--- src/rtl/puck_setpoint_gen.sv ---
// ---------------------------------------------------------------------------
// puck_setpoint_gen
//
// Turns per-frame puck pixel coordinates into a conditioned 32-bit encoder
// count setpoint for the motor controller's puck-detection input.
// Processing chain: input capture -> scale (S1) -> offset + clamp (S2) ->
// moving average window (S3) -> rate limit into SET_POS_PD (S4).
// A sample captured at edge k updates SET_POS_PD at edge k+4.
// A watchdog homes the setpoint when no puck has been found for TIMEOUT
// cycles while tracking.
//
// Ports:
//   CLK100MHZ      system clock
//   resetn         asynchronous active-low reset
//   ENABLE         1 = track the puck, 0 = hold HOME_POS
//   PIX_X          puck coordinate along the motor axis
//   PIX_VALID      one-cycle strobe per processed frame
//   PIX_FOUND      qualifies PIX_VALID: puck present in the frame
//   SET_POS_PD     conditioned setpoint (unsigned counts)
//   SET_POS_VALID  one-cycle pulse on every SET_POS_PD update
//   TRACKING       high while in the TRACK state
//   TIMED_OUT      sticky watchdog flag, cleared by the next accepted sample
// ---------------------------------------------------------------------------
module puck_setpoint_gen #(
  parameter int                 PIX_W    = 11,
  parameter logic [15:0]        SCALE    = 16'd2560,
  parameter logic signed [31:0] OFFSET   = 32'sd0,
  parameter int                 POS_MIN  = 200,
  parameter int                 POS_MAX  = 20000,
  parameter int                 HOME_POS = 1000,
  parameter int                 MAX_STEP = 500,
  parameter int                 AVG_LOG2 = 2,
  parameter int                 TIMEOUT  = 5000000
) (
  input  logic             CLK100MHZ,
  input  logic             resetn,
  input  logic             ENABLE,
  input  logic [PIX_W-1:0] PIX_X,
  input  logic             PIX_VALID,
  input  logic             PIX_FOUND,
  output logic [31:0]      SET_POS_PD,
  output logic             SET_POS_VALID,
  output logic             TRACKING,
  output logic             TIMED_OUT
);

  localparam int WIN    = 1 << AVG_LOG2;
  localparam int PTR_W  = (AVG_LOG2 > 0) ? AVG_LOG2 : 1;
  localparam int PROD_W = PIX_W + 16;
  localparam int SUM_W  = 32 + AVG_LOG2;
  localparam int CNT_W  = $clog2(TIMEOUT);

  localparam logic signed [33:0] MIN_S  = 34'(POS_MIN);
  localparam logic signed [33:0] MAX_S  = 34'(POS_MAX);
  localparam logic signed [32:0] STEP_S = 33'(MAX_STEP);
  localparam logic [31:0]        MIN_U  = 32'(POS_MIN);
  localparam logic [31:0]        MAX_U  = 32'(POS_MAX);
  localparam logic [31:0]        HOME_U = 32'(HOME_POS);
  localparam logic [31:0]        STEP_U = 32'(MAX_STEP);

  typedef enum logic {
    ST_HOME,
    ST_TRACK
  } state_t;

  state_t state, state_nxt;

  logic             accept;
  logic             expire;
  logic             flush;
  logic [CNT_W-1:0] wd_cnt;

  // Pipeline stage registers with their valid bits.
  logic              v0, v1, v2, v3;
  logic [PIX_W-1:0]  pix0;
  logic [PROD_W-1:0] prod1;
  logic [31:0]       samp2;
  logic [SUM_W-1:0]  sum3;

  logic signed [33:0] s_wide;
  logic [31:0]        s_clamped;

  // Moving-average window.
  logic [31:0]      win [WIN];
  logic [PTR_W-1:0] ptr;
  logic             win_empty;
  logic             win_fill;
  logic             win_shift;

  logic [31:0]        avg;
  logic signed [32:0] delta;

  assign accept = PIX_VALID & PIX_FOUND & ENABLE;

  // An accepted sample on the expiry edge wins: it restarts the watchdog.
  assign expire = ENABLE & (state == ST_TRACK) &
                  (wd_cnt == CNT_W'(TIMEOUT - 1)) & ~accept;

  // Disable drops everything in flight; expiry only ever finds the pipe
  // empty (TIMEOUT is far longer than the pipe) but must empty the window.
  assign flush = ~ENABLE | expire;

  assign TRACKING = (state == ST_TRACK);

  // -------------------------------------------------------------------------
  // Control FSM
  // -------------------------------------------------------------------------
  always_ff @(posedge CLK100MHZ or negedge resetn) begin
    if (!resetn) begin
      state <= ST_HOME;
    end else begin
      // NOTE: clocked state uses non-blocking (<=) so every flop samples the
      // pre-edge values; blocking here would create order-dependent races.
      state <= state_nxt;
    end
  end

  always_comb begin
    // NOTE: assigning the default first means every path drives state_nxt,
    // so no latch is inferred when a case arm leaves it untouched.
    state_nxt = state;
    case (state)
      ST_HOME:  if (accept) state_nxt = ST_TRACK;
      ST_TRACK: if (!ENABLE || expire) state_nxt = ST_HOME;
      default:  state_nxt = ST_HOME;
    endcase
  end

  // -------------------------------------------------------------------------
  // Watchdog and sticky timeout flag
  // -------------------------------------------------------------------------
  always_ff @(posedge CLK100MHZ or negedge resetn) begin
    if (!resetn) begin
      wd_cnt    <= '0;
      TIMED_OUT <= 1'b0;
    end else begin
      if (accept || expire || !ENABLE || state != ST_TRACK) wd_cnt <= '0;
      else                                                  wd_cnt <= wd_cnt + 1'b1;

      if (accept)      TIMED_OUT <= 1'b0;
      else if (expire) TIMED_OUT <= 1'b1;
    end
  end

  // -------------------------------------------------------------------------
  // Capture, scale (S1), offset + clamp (S2)
  // -------------------------------------------------------------------------
  // Drop the Q8.8 fraction, then add the signed offset with headroom so a
  // negative result or a large product still compares correctly.
  assign s_wide = $signed({{(34 - (PROD_W - 8)){1'b0}}, prod1[PROD_W-1:8]}) +
                  $signed({{2{OFFSET[31]}}, OFFSET});

  always_comb begin
    s_clamped = s_wide[31:0];
    if (s_wide < MIN_S)      s_clamped = MIN_U;
    else if (s_wide > MAX_S) s_clamped = MAX_U;
  end

  always_ff @(posedge CLK100MHZ or negedge resetn) begin
    if (!resetn) begin
      v0    <= 1'b0;
      v1    <= 1'b0;
      v2    <= 1'b0;
      pix0  <= '0;
      prod1 <= '0;
      samp2 <= '0;
    end else begin
      pix0  <= PIX_X;
      prod1 <= PROD_W'(pix0) * PROD_W'(SCALE);
      samp2 <= s_clamped;
      if (flush) begin
        v0 <= 1'b0;
        v1 <= 1'b0;
        v2 <= 1'b0;
      end else begin
        v0 <= accept;
        v1 <= v0;
        v2 <= v1;
      end
    end
  end

  // -------------------------------------------------------------------------
  // Moving-average window (S3)
  // -------------------------------------------------------------------------
  // First sample after an empty window prefills every slot, so the average
  // starts at the sample instead of ramping up from stale data.
  assign win_fill  = v2 & win_empty & ~flush;
  assign win_shift = v2 & ~win_empty & ~flush;

  // NOTE: the window storage has no reset; win_empty guarantees it is
  // overwritten before any entry is read, so resetting it buys nothing.
  always_ff @(posedge CLK100MHZ) begin
    if (win_fill) begin
      for (int i = 0; i < WIN; i++) win[i] <= samp2;
    end else if (win_shift) begin
      win[ptr] <= samp2;
    end
  end

  always_ff @(posedge CLK100MHZ or negedge resetn) begin
    if (!resetn) begin
      win_empty <= 1'b1;
      ptr       <= '0;
      sum3      <= '0;
      v3        <= 1'b0;
    end else if (flush) begin
      win_empty <= 1'b1;
      v3        <= 1'b0;
    end else begin
      v3 <= v2;
      if (win_fill) begin
        sum3      <= SUM_W'(samp2) << AVG_LOG2;
        ptr       <= '0;
        win_empty <= 1'b0;
      end else if (win_shift) begin
        // Running sum: add the newcomer, retire the oldest slot.
        sum3 <= sum3 + SUM_W'(samp2) - SUM_W'(win[ptr]);
        ptr  <= (ptr == PTR_W'(WIN - 1)) ? '0 : ptr + 1'b1;
      end
    end
  end

  // -------------------------------------------------------------------------
  // Average + rate limit into the output register (S4)
  // -------------------------------------------------------------------------
  assign avg   = sum3[SUM_W-1:AVG_LOG2];
  assign delta = $signed({1'b0, avg}) - $signed({1'b0, SET_POS_PD});

  always_ff @(posedge CLK100MHZ or negedge resetn) begin
    if (!resetn) begin
      SET_POS_PD    <= HOME_U;
      SET_POS_VALID <= 1'b0;
    end else if (!ENABLE) begin
      // Homing beats any pending S4 result; pulse only if the value moves.
      SET_POS_VALID <= (SET_POS_PD != HOME_U);
      SET_POS_PD    <= HOME_U;
    end else if (expire) begin
      SET_POS_VALID <= 1'b1;
      SET_POS_PD    <= HOME_U;
    end else if (v3) begin
      SET_POS_VALID <= 1'b1;
      if (delta > STEP_S)       SET_POS_PD <= SET_POS_PD + STEP_U;
      else if (delta < -STEP_S) SET_POS_PD <= SET_POS_PD - STEP_U;
      else                      SET_POS_PD <= avg;
    end else begin
      SET_POS_VALID <= 1'b0;
    end
  end

endmodule

--- config.mk ---
export PLATFORM = sky130hd
export DESIGN_NAME = puck_setpoint_gen
export DESIGN_NICKNAME = d
export VERILOG_FILES = /design/src/rtl/puck_setpoint_gen.sv
export SDC_FILE = /design/constraint.sdc
export NUM_CORES = 1
export LEC_CHECK = 0
export BUFFER_PORTS_ARGS = -buffer_cell sky130_fd_sc_hd__buf_4
export CELL_PAD_IN_SITES_DETAIL_PLACEMENT = 1
export CELL_PAD_IN_SITES_GLOBAL_PLACEMENT = 2
export CORE_UTILIZATION = 44
export DETAILED_ROUTE_END_ITERATION = 10
export PLACE_DENSITY = 0.92
export SYNTH_ARGS = -nofsm -noshare
export SYNTH_HDL_FRONTEND = slang
export SYNTH_SLANG_ARGS = --single-unit
--- constraint.sdc ---
create_clock -name CLK100MHZ -period 7.5 [get_ports CLK100MHZ]
set_input_delay 1.125 -clock CLK100MHZ [delete_from_list [all_inputs] [get_ports CLK100MHZ]]
set_output_delay 1.125 -clock CLK100MHZ [all_outputs]
set_load 0.05 [all_outputs]
# Word-level counts from Yosys, hierarchy flattened
# Memory sizes are Yosys's and may differ from the RTL's.
# Cells that the tools add are included.
# classes
mux	35
reduce_logical	10
multipliers	1
eq_ne	4
order_cmp	4
bitwise_logic	15
addsub	7
# ops
op	count
32-bit two-way mux	6
34-bit two-way mux	2
34-bit by 32-bit adder with 34-bit output	1
34-bit by 32-bit subtractor with 34-bit output	1
33-bit by 10-bit > comparator with 1-bit output, second input constant	1
33-bit by 10-bit less-than comparator with 1-bit output, second input constant	1
32-bit by 32-bit subtractor with 33-bit output	1
32-bit by 9-bit adder with 32-bit output, second input constant	1
32-bit by 10-bit != test with 1-bit output, second input constant	1
32-bit OR reduction	1
32-bit by 9-bit subtractor with 32-bit output, second input constant	1
15-bit two-way mux	2
23-bit by 1-bit adder with 23-bit output, second input constant	1
23-bit equality test, second input constant	1
23-bit two-way mux	1
1-bit two-way mux	19
15-bit > comparator, second input constant	1
15-bit by 8-bit less-than comparator with 1-bit output, second input constant	1
11-bit by 3-bit multiplier with 14-bit output, second input constant	1
1-bit AND	9
2-bit two-way mux	4
2-bit nonzero test	3
1-bit NOT	5
1-bit logical OR	4
other kinds (7)	7
# word_totals
mem_bits_rw	128
in_bits	16
output_inout_bits	35
register_bits	156
n_memories	1
wordCells	92
# mem_list
name	words	word_bits	read_ports	rd_clocked_by_memory_dff	wr	line_no	source
win	4	32	1	0	4	84	logic [31:0] win [WIN];

# Longest topological paths before layout
# logic_depth
ltp_word	12
depth_mapped	17
ltp_nobuf	15

# Worst setup path after synthesis
# No wires, ideal clock.
# synth_path
path_type	reg-to-reg
startpoint	reg ptr[0]
endpoint	reg sum3[33]
slack_ns	2.700
arrival_time_ns	4.671
path_stages_with_launch	17
t_required_ns	7.371
cell_sequence	dfrtp_1 clkbuf_1 mux4_2 fa_1 inv_1 fa_1 a21o_1 a21oi_1 nand2b_1 a211oi_1 o21a_1 a221o_1 a211o_1 a311o_1 a22oi_1 o21bai_1 nand3_1
# synth_via
elab_chain_len	4
# synth_lines
element	line_no	source
from (decl)	85	logic [PTR_W-1:0] ptr;
from (signal assigned)	219	ptr <= (ptr == PTR_W'(WIN - 1)) ? '0 : ptr + 1'b1;
memory read 4 x 32 bit	-	
34-bit by 32-bit subtractor with 34-bit output	218	sum3 <= sum3 + SUM_W'(samp2) - SUM_W'(win[ptr]);
34-bit two-way mux	216	end else if (win_shift) begin
34-bit two-way mux	212	if (win_fill) begin
to (signal assigned)	213	sum3 <= SUM_W'(samp2) << AVG_LOG2;
to (signal assigned)	218	
to (decl)	78	logic [SUM_W-1:0] sum3;
# Every way passes these cells. The select of a mux whose other input is x is not followed.
# A chain may end at the register's enable or synchronous reset.

# Worst setup path in the final report
# layout_path
startpoint	reg ptr[0]
endpoint	reg sum3[30]
# The elaborated chain is that of the path after synthesis.

==> metrics.md <==
| Metric | Value |
|---|---|
| RePlAce Congestion | `0.935` |
| DR pass1 iterations | `7` |
| Clk sinks | `193` |
| Final TNS setup | `0 ns` |
| Max Freq | `roughly 180 MHz` |
| Antenna violations before repair | `0` |
| Kind of critical path | `register to register` |
| Slowest cell on the critical path | `dfrtp_1` |
| Cts hold-fix bufs | `0` |
| CP max FO | `21` |
| Worst slew pin tran | `1.30 ns` |
| # setup viols final | `0` |
| Dpl ws | `around 1.9 ns` |
| R2R Setup Slk | `1.90 ns` |
| Critical path's most frequent cell | `o21ai_0` |
| I/O pins | `between 50 and 60` |
| HPWL Detailed | `32.0 mm` |
| Detailed-route wire length per cell | `21.8 um` |
| Post-synthesis area per instance | `9.15 um2` |
| Final net count | `approximately 1700` |
| Final worst slack | `~1.9 ns` |
| Num CTS Buffers | `17` |
| Critical path's largest stage delay | `1.05 ns` |
| Die Span Y | `approximately 180 um` |
| Worst slew margin | `between 10% and 20%` |
| Vias | `~12000` |
| Placed insts | `1918` |
| Max Slew Vio Count | `0` |
| Post-CTS setup buffers | `0` |
| Number of routed nets with antenna violations | `0` |
| CTS resizes | `0` |
| Via density per instance | `around 6` |
| Vias in the first global route | `approximately 13000` |
| Post-route insts no fill | `1950` |
| Most frequent cells in the layout | `inv_1, dfrtp_1, nor2_1` |
| Most common cell after layout, fill and taps aside | `inv_1` |
| EDFF count, synth | `56` |
| Die Wd | `approximately 180 um` |
| CP required | `between 7 and 8 ns` |
| Post-route DRC | `0` |
| Worst VDD drop | `0.000180 V` |
| Layout cells sized above 1 | `about a tenth` |
| Starting Density | `45.2%` |
| Synthesized Nets | `around 1700` |
| Status | `finished, final reports clean` |
| Yosys warnings | `0` |
| Startpoint types | `register` |
| Total gr overflow | `0` |
| Die ar. | `approximately 0.033 mm2` |
| Largest net degree at the start of global routing | `between 70 and 80` |
| Post-Layout Inst Area | `approximately 0.015 mm2` |
| Root buf cell | `clkbuf_16` |
| Post-Syn Area | `around 0.014 mm2` |
| Final Hold Vio Count | `0` |
| Total global-route track usage | `a little over a quarter` |
| Final min period | `5.60 ns` |
| Final worst-path cycle share | `~75%` |
| Crit path cell chain | `mux4_2 -> fa_1 -> inv_1 -> ha_1 -> nor2b_1 -> o21ai_0 -> a21boi_0 -> o21ai_0 -> a21oi_1 -> nor2_1 -> o21ai_0 -> a31oi_1 -> o211a_1 -> or3b_2 -> a32o_1` |
| # diodes | `0` |
| Post-Syn Instances | `roughly 1500` |
| Clock latency on the worst-skew pair | `approximately 0.45 ns` |
| Starting DRC count in detailed routing | `roughly 720` |
| Max-cap violations | `0` |
| Synth Register Bits | `about 190` |
| Sequential share of the synthesized area | `between 30 and 40%` |
| Static leakage | `between 0.006 and 0.007 uW` |
| HP Class | `register to register` |
| First-pass GRT wire length | `a little under 70 mm` |
| Final core utilization | `49.1%` |
| Maximum clock path buffer count | `2` |
| Async S/R FF share, synth | `roughly 71%` |
| Core area | `about 0.031 mm2` |
| Critical Path End Type | `register` |
| Critical path buffers and inverters | `1` |
| Main synth FF type | `dfrtp_1` |
| H-tree depth | `4` |
| Cell family with most CP delay | `compound AO/OA/AOI/OAI gates` |
| Placed cell area | `about 0.015 mm2` |
| Total wire length | `roughly 43 mm` |
| Synth cell types | `just under 100` |
| Row count | `64` |
| Pwr/cell area | `approximately 320 mW/mm2` |
| RSZ-0062 raised after global routing | `no` |
| IO Port Bufs | `50` |
| Clock skew after layout | `0.0131 ns` |
| Critical Path AT | `slightly below 6 ns` |
| Area delta synth->final | `8.67%` |
| Clk slew on worst S/H paths | `around 0.08 ns` |
| TritonCTS clock tree | `yes` |
## metal layers
metal	up-vias	global-route usage (%)	routed length, um
met4	0	9.64	1110
met2	294	46.4	20900
met3	69	2.67	1810
li1	5609	-	-
met5	-	0	0
met1	6035	34.7	18700
## registers in the layout (all words and copies together), names as in the netlist, 2 cells and up
register	count
win	56
wd_cnt	23
samp2	14
ptr	2
pix0	11
sum3	33
SET_POS_PD	32
prod1	14
## logic make-up after synthesis
family	count (synthesis)	share of synthesized area, %
flops	193	36.5
fa+ha+maj	103	10.1
mux	18	2.55
buf+inv	201	6.00
simple gates	507	18.4
compound gates	418	20.7
xor+xnor	91	5.69
## synth_stat cells, types with 24 or more instances
master,count,area share [%]
inv_1,132,3.5
dfrtp_1,130,23
nor2_1,111,3.0
nand2_1,108,2.9
a21oi_1,100,3.6
ha_1,86,7.7
nand3_1,68,2.4
xnor2_1,65,4.1
o21ai_0,61,2.2
nor3_1,58,2.1
edfxtp_1,56,12
clkbuf_1,43,1.2
a21o_1,37,2.0
nand4_1,30,1.3
a211oi_1,27,1.4
xor2_1,26,1.6
a31oi_1,24,1.1
## final timing paths
kind                         start             end  cells after the start
max                         ptr[0]        sum3[30]                     15
min                        pix0[0]        prod1[9]                      0
max reg2reg                 ptr[0]        sum3[30]                     15
min reg2reg                pix0[0]        prod1[9]                      0
max in group asynchronous   resetn        samp2[2]                      2
min in group asynchronous   resetn  SET_POS_PD[29]                      1
## per-stage QoR
step / power, uW / hold slack (ns)
2_1_floorplan: 3280 / 0.360
3_3_place_gp: 3840 / 0.366
3_5_place_dp: 3930 / 0.369
4_1_cts: 4900 / 0.385
5_1_grt: 5210 / 0.405
6_report: 4890 / 0.383
## layout make-up
class,count,area (um2)
flip-flops and latches,193,5120
repair buffers,59,447
fillers,3561,15800
clock buffers,17,425
multi-input cells,1137,8060
well taps,396,495
inverters,133,499
clock inverters,15,180
## worst reg2reg max path, cell delays in order (launching register included)
cell	delay, ns
dfrtp_1	1.05
mux4_2	0.64
fa_1	0.50
inv_1	0.07
ha_1	0.29
nor2b_1	0.13
o21ai_0	0.10
a21boi_0	0.24
o21ai_0	0.15
a21oi_1	0.24
nor2_1	0.14
o21ai_0	0.52
a31oi_1	0.36
o211a_1	0.32
or3b_2	0.46
a32o_1	0.27
## report_power, final
part           total [uW]  switching (uW)  internal, uW  leakage [uW]
combinational        2610            1640           966       0.00381
clock                 932             477           455      0.000296
sequential           1360             162          1190       0.00225
total                4890            2280          2610       0.00635
Power figures use the tool's default switching activity.
